$ cat src/rtl/fnd_pkg.sv
// Shared types and constants for the seven-segment digit scan controller.
package fnd_pkg;

    // Width of the digit-select index driven to the BCD mux.
    localparam int FND_DIGIT_W = 2;

    // All commons released (active-low commons, so every digit dark).
    localparam logic [3:0] FND_COM_OFF = 4'b1111;

    // Scan controller states.
    typedef enum logic [1:0] {
        ST_IDLE  = 2'd0,
        ST_BLANK = 2'd1,
        ST_DRIVE = 2'd2
    } fnd_state_e;

    // Active-low common pattern that lights exactly one digit.
    function automatic logic [3:0] fnd_com_for(input logic [FND_DIGIT_W-1:0] digit);
        logic [3:0] one_hot;
        one_hot = 4'b0001 << digit;
        return ~one_hot;
    endfunction

endpackage

$ cat src/rtl/fnd_tick_gen.sv
// Modulo-TERM counter with synchronous clear and a terminal-count pulse.
// o_tc is high in the last enabled cycle of each TERM-cycle period; the
// count wraps to zero on the same edge.
module fnd_tick_gen #(
    parameter int unsigned TERM = 4
) (
    input  logic i_clk,
    input  logic i_rst_n,
    input  logic i_clr,
    input  logic i_en,
    output logic o_tc
);

    localparam int W = (TERM > 1) ? $clog2(TERM) : 1;
    localparam logic [W-1:0] LAST = W'(TERM - 1);

    logic [W-1:0] cnt_q;
    logic [W-1:0] cnt_d;

    // Next count: clear wins, otherwise advance and wrap at the terminal value.
    always_comb begin
        cnt_d = cnt_q;
        if (i_clr) begin
            cnt_d = '0;
        end else if (i_en) begin
            if (cnt_q == LAST) begin
                cnt_d = '0;
            end else begin
                cnt_d = cnt_q + W'(1);
            end
        end else begin
            cnt_d = cnt_q;
        end
    end

    // Count register.
    always_ff @(posedge i_clk or negedge i_rst_n) begin
        if (!i_rst_n) begin
            cnt_q <= '0;
        end else begin
            cnt_q <= cnt_d;
        end
    end

    assign o_tc = i_en & ~i_clr & (cnt_q == LAST);

endmodule

$ cat src/rtl/fnd_scan_ctrl.sv
// Multiplexed seven-segment digit scanner.
// Build option FND_GHOST_BLANK_EN: when defined, an all-off BLANK gap of
// BLANK_CYCLES is inserted before every digit to suppress ghosting; when
// undefined, digits are driven back to back for SCAN_DIV cycles each.
import fnd_pkg::*;

module fnd_scan_ctrl #(
    parameter int unsigned SCAN_DIV     = 100000,
    parameter int unsigned BLANK_CYCLES = 1000,
    parameter int unsigned NUM_DIGITS   = 2
) (
    input  logic                   i_clk,
    input  logic                   i_rst_n,
    input  logic                   i_enable,
    output logic [FND_DIGIT_W-1:0] o_counter_Mux,
    output logic [3:0]             o_fnd_com,
    output logic                   o_digit_tick
);

    localparam logic [FND_DIGIT_W-1:0] LAST_DIGIT = FND_DIGIT_W'(NUM_DIGITS - 1);

    logic                   rst_sync_q;
    logic                   rst_n_s;
    fnd_state_e             state_q, state_d;
    logic [FND_DIGIT_W-1:0] digit_q, digit_d;
    logic [3:0]             com_q, com_d;
    logic                   tick_q, tick_d;
    logic                   drive_tc_s;
    logic                   blank_tc_s;

    // Reset synchronizer: asserts asynchronously, releases on a clock edge,
    // so the FSM makes its first move one edge after i_rst_n rises.
    always_ff @(posedge i_clk or negedge i_rst_n) begin
        if (!i_rst_n) begin
            rst_sync_q <= 1'b0;
        end else begin
            rst_sync_q <= 1'b1;
        end
    end

    assign rst_n_s = rst_sync_q;

    fnd_tick_gen #(
        .TERM (SCAN_DIV)
    ) u_drive_cnt (
        .i_clk   (i_clk),
        .i_rst_n (rst_n_s),
        .i_clr   ((state_q != ST_DRIVE) | ~i_enable),
        .i_en    (state_q == ST_DRIVE),
        .o_tc    (drive_tc_s)
    );

`ifdef FND_GHOST_BLANK_EN
    fnd_tick_gen #(
        .TERM (BLANK_CYCLES)
    ) u_blank_cnt (
        .i_clk   (i_clk),
        .i_rst_n (rst_n_s),
        .i_clr   ((state_q != ST_BLANK) | ~i_enable),
        .i_en    (state_q == ST_BLANK),
        .o_tc    (blank_tc_s)
    );
`else
    // No blank gap in this build: BLANK is unreachable and would leave at once.
    logic [31:0] unused_blank_cycles_s;
    assign unused_blank_cycles_s = 32'(BLANK_CYCLES);
    assign blank_tc_s = 1'b1;
`endif

    // Next state, next digit, tick and the commons pattern of the next state.
    always_comb begin
        state_d = state_q;
        digit_d = digit_q;
        tick_d  = 1'b0;
        if (!i_enable) begin
            state_d = ST_IDLE;
            digit_d = '0;
        end else begin
            case (state_q)
                ST_IDLE: begin
                    digit_d = '0;
`ifdef FND_GHOST_BLANK_EN
                    state_d = ST_BLANK;
`else
                    state_d = ST_DRIVE;
`endif
                end
                ST_BLANK: begin
                    if (blank_tc_s) begin
                        state_d = ST_DRIVE;
                    end else begin
                        state_d = ST_BLANK;
                    end
                end
                ST_DRIVE: begin
                    if (drive_tc_s) begin
                        tick_d  = 1'b1;
                        digit_d = (digit_q == LAST_DIGIT) ? '0 : digit_q + FND_DIGIT_W'(1);
`ifdef FND_GHOST_BLANK_EN
                        state_d = ST_BLANK;
`else
                        state_d = ST_DRIVE;
`endif
                    end else begin
                        state_d = ST_DRIVE;
                    end
                end
                default: begin
                    state_d = ST_IDLE;
                    digit_d = '0;
                end
            endcase
        end
        if (state_d == ST_DRIVE) begin
            com_d = fnd_com_for(digit_d);
        end else begin
            com_d = FND_COM_OFF;
        end
    end

    // State and registered outputs.
    always_ff @(posedge i_clk or negedge rst_n_s) begin
        if (!rst_n_s) begin
            state_q <= ST_IDLE;
            digit_q <= '0;
            com_q   <= FND_COM_OFF;
            tick_q  <= 1'b0;
        end else begin
            state_q <= state_d;
            digit_q <= digit_d;
            com_q   <= com_d;
            tick_q  <= tick_d;
        end
    end

    assign o_counter_Mux = digit_q;
    assign o_fnd_com     = com_q;
    assign o_digit_tick  = tick_q;

endmodule

$ cat config.mk
export PLATFORM = sky130hd
export DESIGN_NAME = fnd_scan_ctrl
export DESIGN_NICKNAME = d
export VERILOG_FILES = /design/src/rtl/fnd_pkg.sv /design/src/rtl/fnd_tick_gen.sv /design/src/rtl/fnd_scan_ctrl.sv
export SDC_FILE = /design/constraint.sdc
export NUM_CORES = 1
export LEC_CHECK = 0
export ABC_AREA = 1
export CORE_ASPECT_RATIO = 1.75
export CORE_MARGIN = 8
export CORE_UTILIZATION = 40
export CTS_CLUSTER_SIZE = 24
export DETAILED_ROUTE_END_ITERATION = 6
export HOLD_SLACK_MARGIN = 0.02
export PLACE_DENSITY_LB_ADDON = 0.12
export SYNTH_ARGS = -nofsm -noshare
export SYNTH_HDL_FRONTEND = slang
export SYNTH_HIERARCHICAL = 1
export SYNTH_SLANG_ARGS = --single-unit
export TNS_END_PERCENT = 5
$ cat constraint.sdc
create_clock -name i_clk -period 1 [get_ports i_clk]
set_input_delay 0.1 -clock i_clk [delete_from_list [all_inputs] [get_ports i_clk]]
set_output_delay 0.1 -clock i_clk [all_outputs]
set_load 0.05 [all_outputs]
-- Word level (Yosys, flattened, before mapping)
Index checks and enable logic that the tools add are counted.
- add/sub/neg operators: 2
- equal/unequal tests: 6
- shift operators: 1
- multiplexer cells: 13
- bitwise gates (word level): 6
- reduce and logical (&&, ||, !) cells: 3
- operators by type and width (operator ; number):
    two-way mux 17 bit ; 3
    adder 17 x 1 -> 17 bit, second input constant ; 1
    == test 17 bit, second input constant ; 1
    two-way mux 2 bit ; 5
    == test 2 x 1 -> 1 bit, second input constant ; 2
    == test 2 bit, second input constant ; 2
    two-way mux 4 bit ; 1
    inverter 4 bit ; 1
    one-hot mux 2 bit (2 select lines) ; 1
    left shift 1 x 2 -> 4 bit, first input constant ; 1
    two-way mux 1 bit ; 3
    OR reduction 3 bit ; 1
    adder 2 x 1 -> 2 bit, second input constant ; 1
    AND 1 bit ; 2
    zero test 2 bit ; 1
    != test 2 bit, second input constant ; 1
    inverter 1 bit ; 2
    nonzero test 2 bit ; 1
    bitwise OR 1 bit ; 1
- register bits after elaboration: 27
- bits of input ports: 3
- output and inout bits: 7
- word-level logic and storage cells: 37

-- Longest topological paths before layout
Gate-level depths: netlist (run 1).
- depth in word-level cells: 11
- depth in mapped cells: 10
- gate-level depth less buffers: 10

-- By module
Netlist (run 1), hierarchy kept.
- by module, submodules not included (module ; times used ; cells an instance ; area each (µm²) ; seq. area each (µm²)):
    fnd_tick_gen ; 1 ; 169 ; 1141.1 ; 425.4
    fnd_scan_ctrl ; 1 ; 26 ; 312.8 ; 230.2

-- Worst setup path before layout (run 1)
No wires, ideal clock.
- kind: flip-flop to flip-flop
- start point: reg u_drive_cnt.cnt_q[0]
- end point: reg com_q[3] (netlist: o_fnd_com[3])
- library setup time: 92 ps
- arrival time: 1489 ps
- required time: 908 ps
- path slack: -581 ps
- stages on the path, launching flop included: 11
- path buffers: 0
- period minus slack after synthesis: 1581 ps
- cells stage by stage: dfrtp_1 ha_1 nand2_2 nor2_2 nand2_1 nor3_1 inv_1 nand2_1 nand3_2 inv_2 nand2_2
- longest elaborated chain between the ends: 8
- ends and longest elaborated chain (item ; line ; RTL):
    start, declared ; fnd_tick_gen.sv:17 ; logic [W-1:0] cnt_q;
    start signal, assigned ; fnd_tick_gen.sv:41 ; cnt_q <= cnt_d;
    == test 17 bit ; fnd_tick_gen.sv:45 ; assign o_tc = i_en & ~i_clr & (cnt_q == LAST);
    AND 1 bit ; fnd_tick_gen.sv:45 ;
    named net drive_tc_s ; fnd_scan_ctrl.sv:28 ; logic drive_tc_s;
    two-way mux 2 bit ; fnd_scan_ctrl.sv:96 ; if (drive_tc_s) begin
    one-hot mux 2 bit (2 select lines) ; fnd_scan_ctrl.sv:79 ; case (state_q)
    two-way mux 2 bit ; fnd_scan_ctrl.sv:75 ; if (!i_enable) begin
    named net digit_d[0] ; fnd_scan_ctrl.sv:25 ; logic [FND_DIGIT_W-1:0] digit_q, digit_d;
    left shift 1 x 2 -> 4 bit ; fnd_pkg.sv:20 ; one_hot = 4'b0001 << digit;
    inverter 4 bit ; fnd_pkg.sv:21 ; return ~one_hot;
    two-way mux 4 bit ; fnd_scan_ctrl.sv:114 ; if (state_d == ST_DRIVE) begin
    named net com_d[3] ; fnd_scan_ctrl.sv:26 ; logic [3:0] com_q, com_d;
    end signal, assigned ; fnd_scan_ctrl.sv:131 ; com_q <= com_d;
    end, declared ; fnd_scan_ctrl.sv:26 ;
The timed path passes the listed nets, and every way through them passes these cells.
A chain may end at the register's enable or synchronous reset.

-- Worst setup path in the final report (run 1)
- start point: reg u_drive_cnt.cnt_q[1]
- end point: reg u_drive_cnt.cnt_q[13]
- longest elaborated chain between the ends: 4
- elaborated cells on any way between the ends: 5
- those cells by class: add/sub (1); eq/ne (1); mux (3)
- ends and longest elaborated chain (item ; line ; RTL):
    adder 17 x 1 -> 17 bit / == test 17 bit (equally long branches) ; fnd_tick_gen.sv:29, fnd_tick_gen.sv:26 ;
    two-way mux 17 bit * ; fnd_tick_gen.sv:26 ; if (cnt_q == LAST) begin
    two-way mux 17 bit * ; fnd_tick_gen.sv:25 ; end else if (i_en) begin
    two-way mux 17 bit * ; fnd_tick_gen.sv:23 ; if (i_clr) begin
Mark *: on every way between the ends. The rest lies on a longest branch, timed or not. The select of a mux whose other input is x is not followed.

==> reports/summary.txt, run 1 <==
syn_area_per_cell = 7.46 µm²
Die H = 95.8 µm
gp weighted congestion = 0.822
Mapped Cells = 195
root buffer cell = clkbuf_8
number of global-route vias before repair = 1,549
Final nets = 254
Clock Latency Late Sink = 0.28 ns
final hold viol count = 0
maximum vdd drop = 0.838 mV
Avg Vias per Cell = 4.85
iteration-0 DRC count of the detailed router = 30
Distinct cells, synth = 26
commonest cells after routing, fill and taps aside = nand2_1, buf_4, dfrtp_1, inv_1
RSZ-0062 raised after global routing = yes
initial antenna violation count = 0
clock skew = 0.0121 ns
setup_tns = -9.82 ns
Vias = 1,432
crit share post-route = 1.43
Post-route DRC = 0
CP endpoint kind = register
DP HPWL = 2.88 mm
gr usage total = 0.149
largest net degree at the start of global routing = 26
area growth from synthesis to layout = 47.8%
Yosys top cell area share = 0.379
Initial Util = 0.409
fmax = 0.697 GHz
placed cell areas = 0.00197 mm²
Ant. Diodes = 0
final instance area = 0.00215 mm²
crit path launch type = register
PwrDens = 847 mW/mm²
Critical Path AT = 1.59 ns
cell taking the most area after synthesis = dfrtp_1
Synth Flop Type = dfrtp_1
status = finished, violations left
commonest non-fill, non-tap cell in the layout = nand2_1
final worst slack = -0.434 ns
Num CTS Buffers = 3
fin util = 0.605
leak pwr = 0.975 nW
Port Buf Inserts = 9
Most common cell on crit path = nand2_4
top post-synthesis cells by area = dfrtp_1, nand2_1, dfstp_2
post-synthesis sequential area ratio = 0.451
CP cell instances = ha_4, nand2_4, nor2_4, buf_4, inv_2, nor2_2, nand2_2, nand2_4, o21ai_1
DR pass1 iterations = 4
Ports = 10
Inst Count DP = 286
Synth Register Bits = 26
Rows = 29
layout cells sized above 1 = 0.386
maxcap violations = 0
crit path time final = 1.43 ns
ANT nets after route = 0
violated checks = setup timing
Yosys Warn Count = 6
Final setup viols = 28
Synth Cell Area = 0.00145 mm²
Slowest-stage cell, CP = dfrtp_1
first-pass GRT wire length = 6.62 mm
WL/cell = 13.4 µm
H-Tree Depth = 1
Async S/R FF share, synth = 1.00
CTS tree = yes
Slew Viols, Final = 0
Worst path max stage delay = 0.41 ns
Setup WS pre-CTS = -0.557 ns
syn nets = 199
total die area = 0.00590 mm²
core area = 0.00356 mm²
Bufs on Longest Clock Path = 2
Clock transition at path regs = 0.09 ns
Worst EP required = 1.16 ns
CP Max Fanout = 5
CP Class = register to register
grt total ovfl = 0
Post-synth EDFFs = 0
Cell Count, Final, Fillers Out = 295
Routed Wire Length = 3.95 mm
Chip Width = 61.6 µm
CTS Sinks = 26
worst min path class = register to asynchronous set/reset pin
[worst paths after layout]
path,endpoint,from,depth (start not counted),slack [ns]
worst max-delay path,u_drive_cnt/cnt_q[13],u_drive_cnt/cnt_q[1],9,-0.43
worst min-delay path,u_drive_cnt/cnt_q[0],rst_n_s,1,0.23
worst max register to register,u_drive_cnt/cnt_q[13],u_drive_cnt/cnt_q[1],9,-0.43
worst min register to register,u_drive_cnt/cnt_q[0],rst_n_s,1,0.23
max in group asynchronous,rst_n_s,i_rst_n,2,0.42
min in group i_clk,state_q[1],i_enable,2,0.43
[sequential cells by signal, summed over array words and instances, names as in the netlist]
name,cells
o_counter_Mux,2
state_q,1
u_drive_cnt/cnt_q,17
o_digit_tick,1
rst_n_s,1
o_fnd_com,4
[timing repair]
action,in CTS,in global routing
hold endpoints to repair,1,0
gates resized for setup,12,17
gates cloned,0,1
endpoints found under the setup margin,30,30
hold buffers,1,0
pin swaps,6,9
setup buffers,4,0
[cells by family (layout without fill, tap and decap cells)]
| family | after synthesis | in the layout | synth area share |
|---|---|---|---|
| simple gates | 119 | 120 | 0.372 |
| compound gates | 17 | 17 | 0.0663 |
| flops | 26 | 26 | 0.451 |
| xor+xnor | 5 | 5 | 0.0301 |
| buf+inv | 26 | 79 | 0.0697 |
| other cells | 1 | 1 | 0.00258 |
| fa+ha+maj | 1 | 1 | 0.00860 |
[synth_stat cells, drive strengths merged (2+ instances only)]
| library cell | count |
|---|---|
| xor2 | 4 |
| o21bai | 2 |
| nand3 | 18 |
| nand4 | 4 |
| o22ai | 2 |
| dfstp | 4 |
| o21ai | 13 |
| dfrtp | 22 |
| nand2 | 67 |
| inv | 23 |
| nor2 | 29 |
[layout make-up]
type                            count  area [µm²]
Fill cell                         351        1410
Multi-Input combinational cell    144         805
Sequential cell                    26         658
Timing Repair Buffer               51         494
Inverter                           24        90.1
Tap cell                           46        57.6
Clock buffer                        4        45.0
[stage by stage]
step | total power, mW | hold WS, ns
floorplan | 1.14 | -0.196
global placement | 1.21 | 0.221
detailed placement | 1.21 | 0.217
CTS | 1.84 | 0.234
global route | 1.88 | 0.244
finish | 1.82 | 0.225
[per-layer routing]
metal / up-vias / routed length [µm] / track usage / part of all wire
met5: - / 0 / 0 / 0
met3: 11 / 105 / 0.0228 / 0.027
met1: 679 / 1480 / 0.151 / 0.38
met4: 0 / 127 / 0.0688 / 0.032
li1: 717 / - / - / -
met2: 25 / 2240 / 0.279 / 0.57
[critical path: cells and delay by family (launching register included)]
kind                     cells  cell delay, ns
flip-flops                   1            0.41
AND/OR/NAND/NOR              5            0.48
adder cells (fa/ha/maj)      1            0.17
AO/OA/AOI/OAI                1            0.08
buffers and inverters        2            0.17
[power breakdown]
group,total (mW),internal (mW),switching (mW)
Clock,0.619,0.286,0.334
Combinational,0.131,0.0559,0.0752
Sequential,1.07,1.06,0.00900
Total,1.82,1.40,0.418
Note: power is estimated with default switching activity, not from simulation.
==> run 2, diff against run 1 <==
--- a/config.mk
+++ b/config.mk
@@ -11,6 +11,7 @@
 export CORE_UTILIZATION = 40
 export CTS_CLUSTER_SIZE = 24
 export DETAILED_ROUTE_END_ITERATION = 6
+export GPL_ROUTABILITY_DRIVEN = 0
 export HOLD_SLACK_MARGIN = 0.02
 export PLACE_DENSITY_LB_ADDON = 0.12
 export SYNTH_ARGS = -nofsm -noshare
==> results of run 2 <==
Same layout as run 1: the final DEF is identical, and so are final timing and power.
==> run 3, diff against run 2 <==
--- a/config.mk
+++ b/config.mk
@@ -11,9 +11,11 @@
 export CORE_UTILIZATION = 40
 export CTS_CLUSTER_SIZE = 24
 export DETAILED_ROUTE_END_ITERATION = 6
+export DONT_BUFFER_PORTS = 1
 export GPL_ROUTABILITY_DRIVEN = 0
 export HOLD_SLACK_MARGIN = 0.02
 export PLACE_DENSITY_LB_ADDON = 0.12
+export SKIP_CTS_REPAIR_TIMING = 1
 export SYNTH_ARGS = -nofsm -noshare
 export SYNTH_HDL_FRONTEND = slang
 export SYNTH_HIERARCHICAL = 1
==> run 3 against run 2 <==
The run still ends with setup timing left. Cell count fell by 1.0%. Final area shrank 4.7%. Non-clock buffer count fell by 3. Clock skew decreased by 0.0089 ns. Critical path type unchanged. Count of clock-buffer cells in the layout is the same. Critical endpoint is now o_fnd_com[3]. Total power grew 2.0%. First-iteration DRC count up 90%. Register-to-register slack hardly changed. Largest cell class unchanged. Setup slack lost 0.0011 ns. Global-route usage is 0.081 points higher. Fmax is essentially flat.
==> reports/summary.txt, run 3 (same netlist as run 1, synthesis figures left out) <==
Bufs on Longest Clock Path = 2 (unchanged)
max FFs per register = 17 (unchanged)
Slew Viols, Final = 0 (unchanged)
Worst path max stage delay = 0.36 ns (-0.05 ns)
Final nets = 251 (-1.2%)
commonest non-fill, non-tap cell in the layout = nand2_1
Routed Wire Length = 4.09 mm (+3.5%)
Flop pwr share = 0.580 (-0.008)
clock skew = 0.00315 ns (-0.00891 ns)
Switch Pwr = 0.399 mW (-4.5%)
iteration-0 DRC count of the detailed router = 57 (+90%)
worst min path class = input pin to register
Port Buf Inserts = 0 (-9)
Initial Util = 0.409 (unchanged)
Rows = 29 (unchanged)
Ports = 10 (unchanged)
final hold viol count = 0 (unchanged)
Int Power = 1.46 mW (+3.9%)
total power = 1.86 mW (+2.0%)
CP startpoint = u_drive_cnt/cnt_q[1]
total die area = 0.00590 mm² (unchanged)
Worst EP required = 1.21 ns (+0.05 ns)
Most common cell on crit path = nand2_2
maximum vdd drop = 1.11 mV (+32%)
CTS Sinks = 26 (unchanged)
largest net degree at the start of global routing = 26 (unchanged)
crit path launch type = register
CP endpoint kind = register
CTS tree = yes
Post-route DRC = 0 (unchanged)
DR pass1 iterations = 4 (unchanged)
gr usage total = 0.150 (+0.000807)
Combinational Power Share = 0.060 (-0.012)
ANT nets after route = 0 (unchanged)
number of global-route vias before repair = 1,567 (+1.2%)
final worst slack = -0.435 ns (-0.00108 ns)
crit share post-route = 1.44 (about the same)
Sw Ratio = 0.215 (-0.0146)
Num CTS Buffers = 3 (unchanged)
Clk pwr share = 0.360 (+0.020)
WL/cell = 14.0 µm (+4.6%)
fin util = 0.576 (-0.0285)
Ant. Diodes = 0 (unchanged)
layout cells sized above 1 = 0.407 (+0.0210)
final instance area = 0.00205 mm² (-4.7%)
violated checks = setup timing
Cell Count, Final, Fillers Out = 292 (-1.0%)
CP cell instances = ha_2, nand2_2, nor2_4, nand2_2, nor3_4, inv_2, nand2_2, nand3_2, inv_2, nand2_2
Final setup viols = 29 (+3.6%)
Buf+Inv Stages, Crit Path = 2 (unchanged)
grt total ovfl = 0 (unchanged)
area growth from synthesis to layout = 40.9%
delay-heaviest family, CP = simple AND/OR/NAND/NOR gates
Clock transition at path regs = 0.09 ns (about the same)
Vias = 1,457 (+1.7%)
DP HPWL = 2.99 mm (+3.8%)
placed cell areas = 0.00186 mm² (-5.5%)
CP Max Fanout = 3 (-2)
maxcap violations = 0 (unchanged)
CP Class = register to register
Slowest-stage cell, CP = dfrtp_1
Avg Vias per Cell = 4.99 (+2.8%)
leak pwr = 0.944 nW (-3.2%)
PwrDens = 907 mW/mm² (+7.1%)
core area = 0.00356 mm² (unchanged)
status = finished, violations left
Inst Count DP = 284 (-0.70%)
initial antenna violation count = 0 (unchanged)
Worst Hold Launch = i_enable
worst r2r src = u_drive_cnt/cnt_q[1]
H-Tree Depth = 1 (unchanged)
first-pass GRT wire length = 6.71 mm (+1.3%)
Chip Width = 61.6 µm (unchanged)
commonest cells after routing, fill and taps aside = nand2_1, buf_4, dfrtp_1, inv_1, nand3_1
Register-to-Register Setup Slack = -0.44 ns (about the same)
crit path time final = 1.44 ns (+0.00108 ns)
root buffer cell = clkbuf_8
Critical Path AT = 1.64 ns (+0.05 ns)
RSZ-0062 raised after global routing = yes
Clock Latency Late Sink = 0.27 ns (about the same)
fmax = 0.697 GHz (about the same)
Top reg by flops = u_drive_cnt/cnt_q
Die H = 95.8 µm (unchanged)
[run 3: cell types whose count changed in the layout (fill, tap and decap cells not counted), sizes merged]
cell	previous run	this run
buf	48	45
clkdlybuf4s50	2	0
dlygate4sd3	1	3
[run 3: final timing paths]
kind                       cells past startpoint              endpoint
setup / recovery                              10          o_fnd_com[3]
hold / removal                                 3          o_digit_tick
setup reg to reg                              10          o_fnd_com[3]
hold reg to reg                                1  u_drive_cnt/cnt_q[4]
max in group asynchronous                      2               rst_n_s
min in group asynchronous                      1  u_drive_cnt/cnt_q[4]
[run 3: worst register-to-register path, stage by stage, from the launching register on]
cell and delay, ns:
dfrtp_1 0.36, ha_2 0.19, nand2_2 0.07, nor2_4 0.11, nand2_2 0.09, nor3_4 0.23, inv_2 0.06, nand2_2 0.07
nand3_2 0.09, inv_2 0.07, nand2_2 0.04
[run 3: cell type report]
type	instances	area (µm²)
fill	351	1510
multi-input combinational	144	806
sequential	26	657
timing repair buffer	48	380
inverter	24	92.6
tap	46	57.6
clock buffer	4	55.1
[run 3: power by group through the flow]
stage / Sequential, mW / Clock (mW) / Combinational [mW]
global placement: 1.10 / 0 / 0.0919
global route: 1.08 / 0.726 / 0.123
detailed placement: 1.10 / 0 / 0.0944
CTS: 1.08 / 0.684 / 0.0945
floorplan: 1.11 / 0 / 0.0309
finish: 1.08 / 0.670 / 0.111
[run 3: stage by stage]
stage	hold slack [ns]	setup TNS, ns	setup slack (ns)
global route	0.116	-11.15	-0.562
CTS	-0.489	-9.69	-0.455
floorplan	-0.196	-6.67	-0.426
global placement	-0.196	-7.93	-0.375
detailed placement	-0.196	-8.80	-0.434
finish	0.114	-8.88	-0.435
[run 3: metal layers]
layer | GRT usage | vias to the layer above | share of wire
li1 | - | 714 | -
met1 | 0.143 | 692 | 0.35
met2 | 0.279 | 37 | 0.57
met3 | 0.0268 | 14 | 0.036
met4 | 0.0880 | 0 | 0.038
met5 | 0 | - | 0
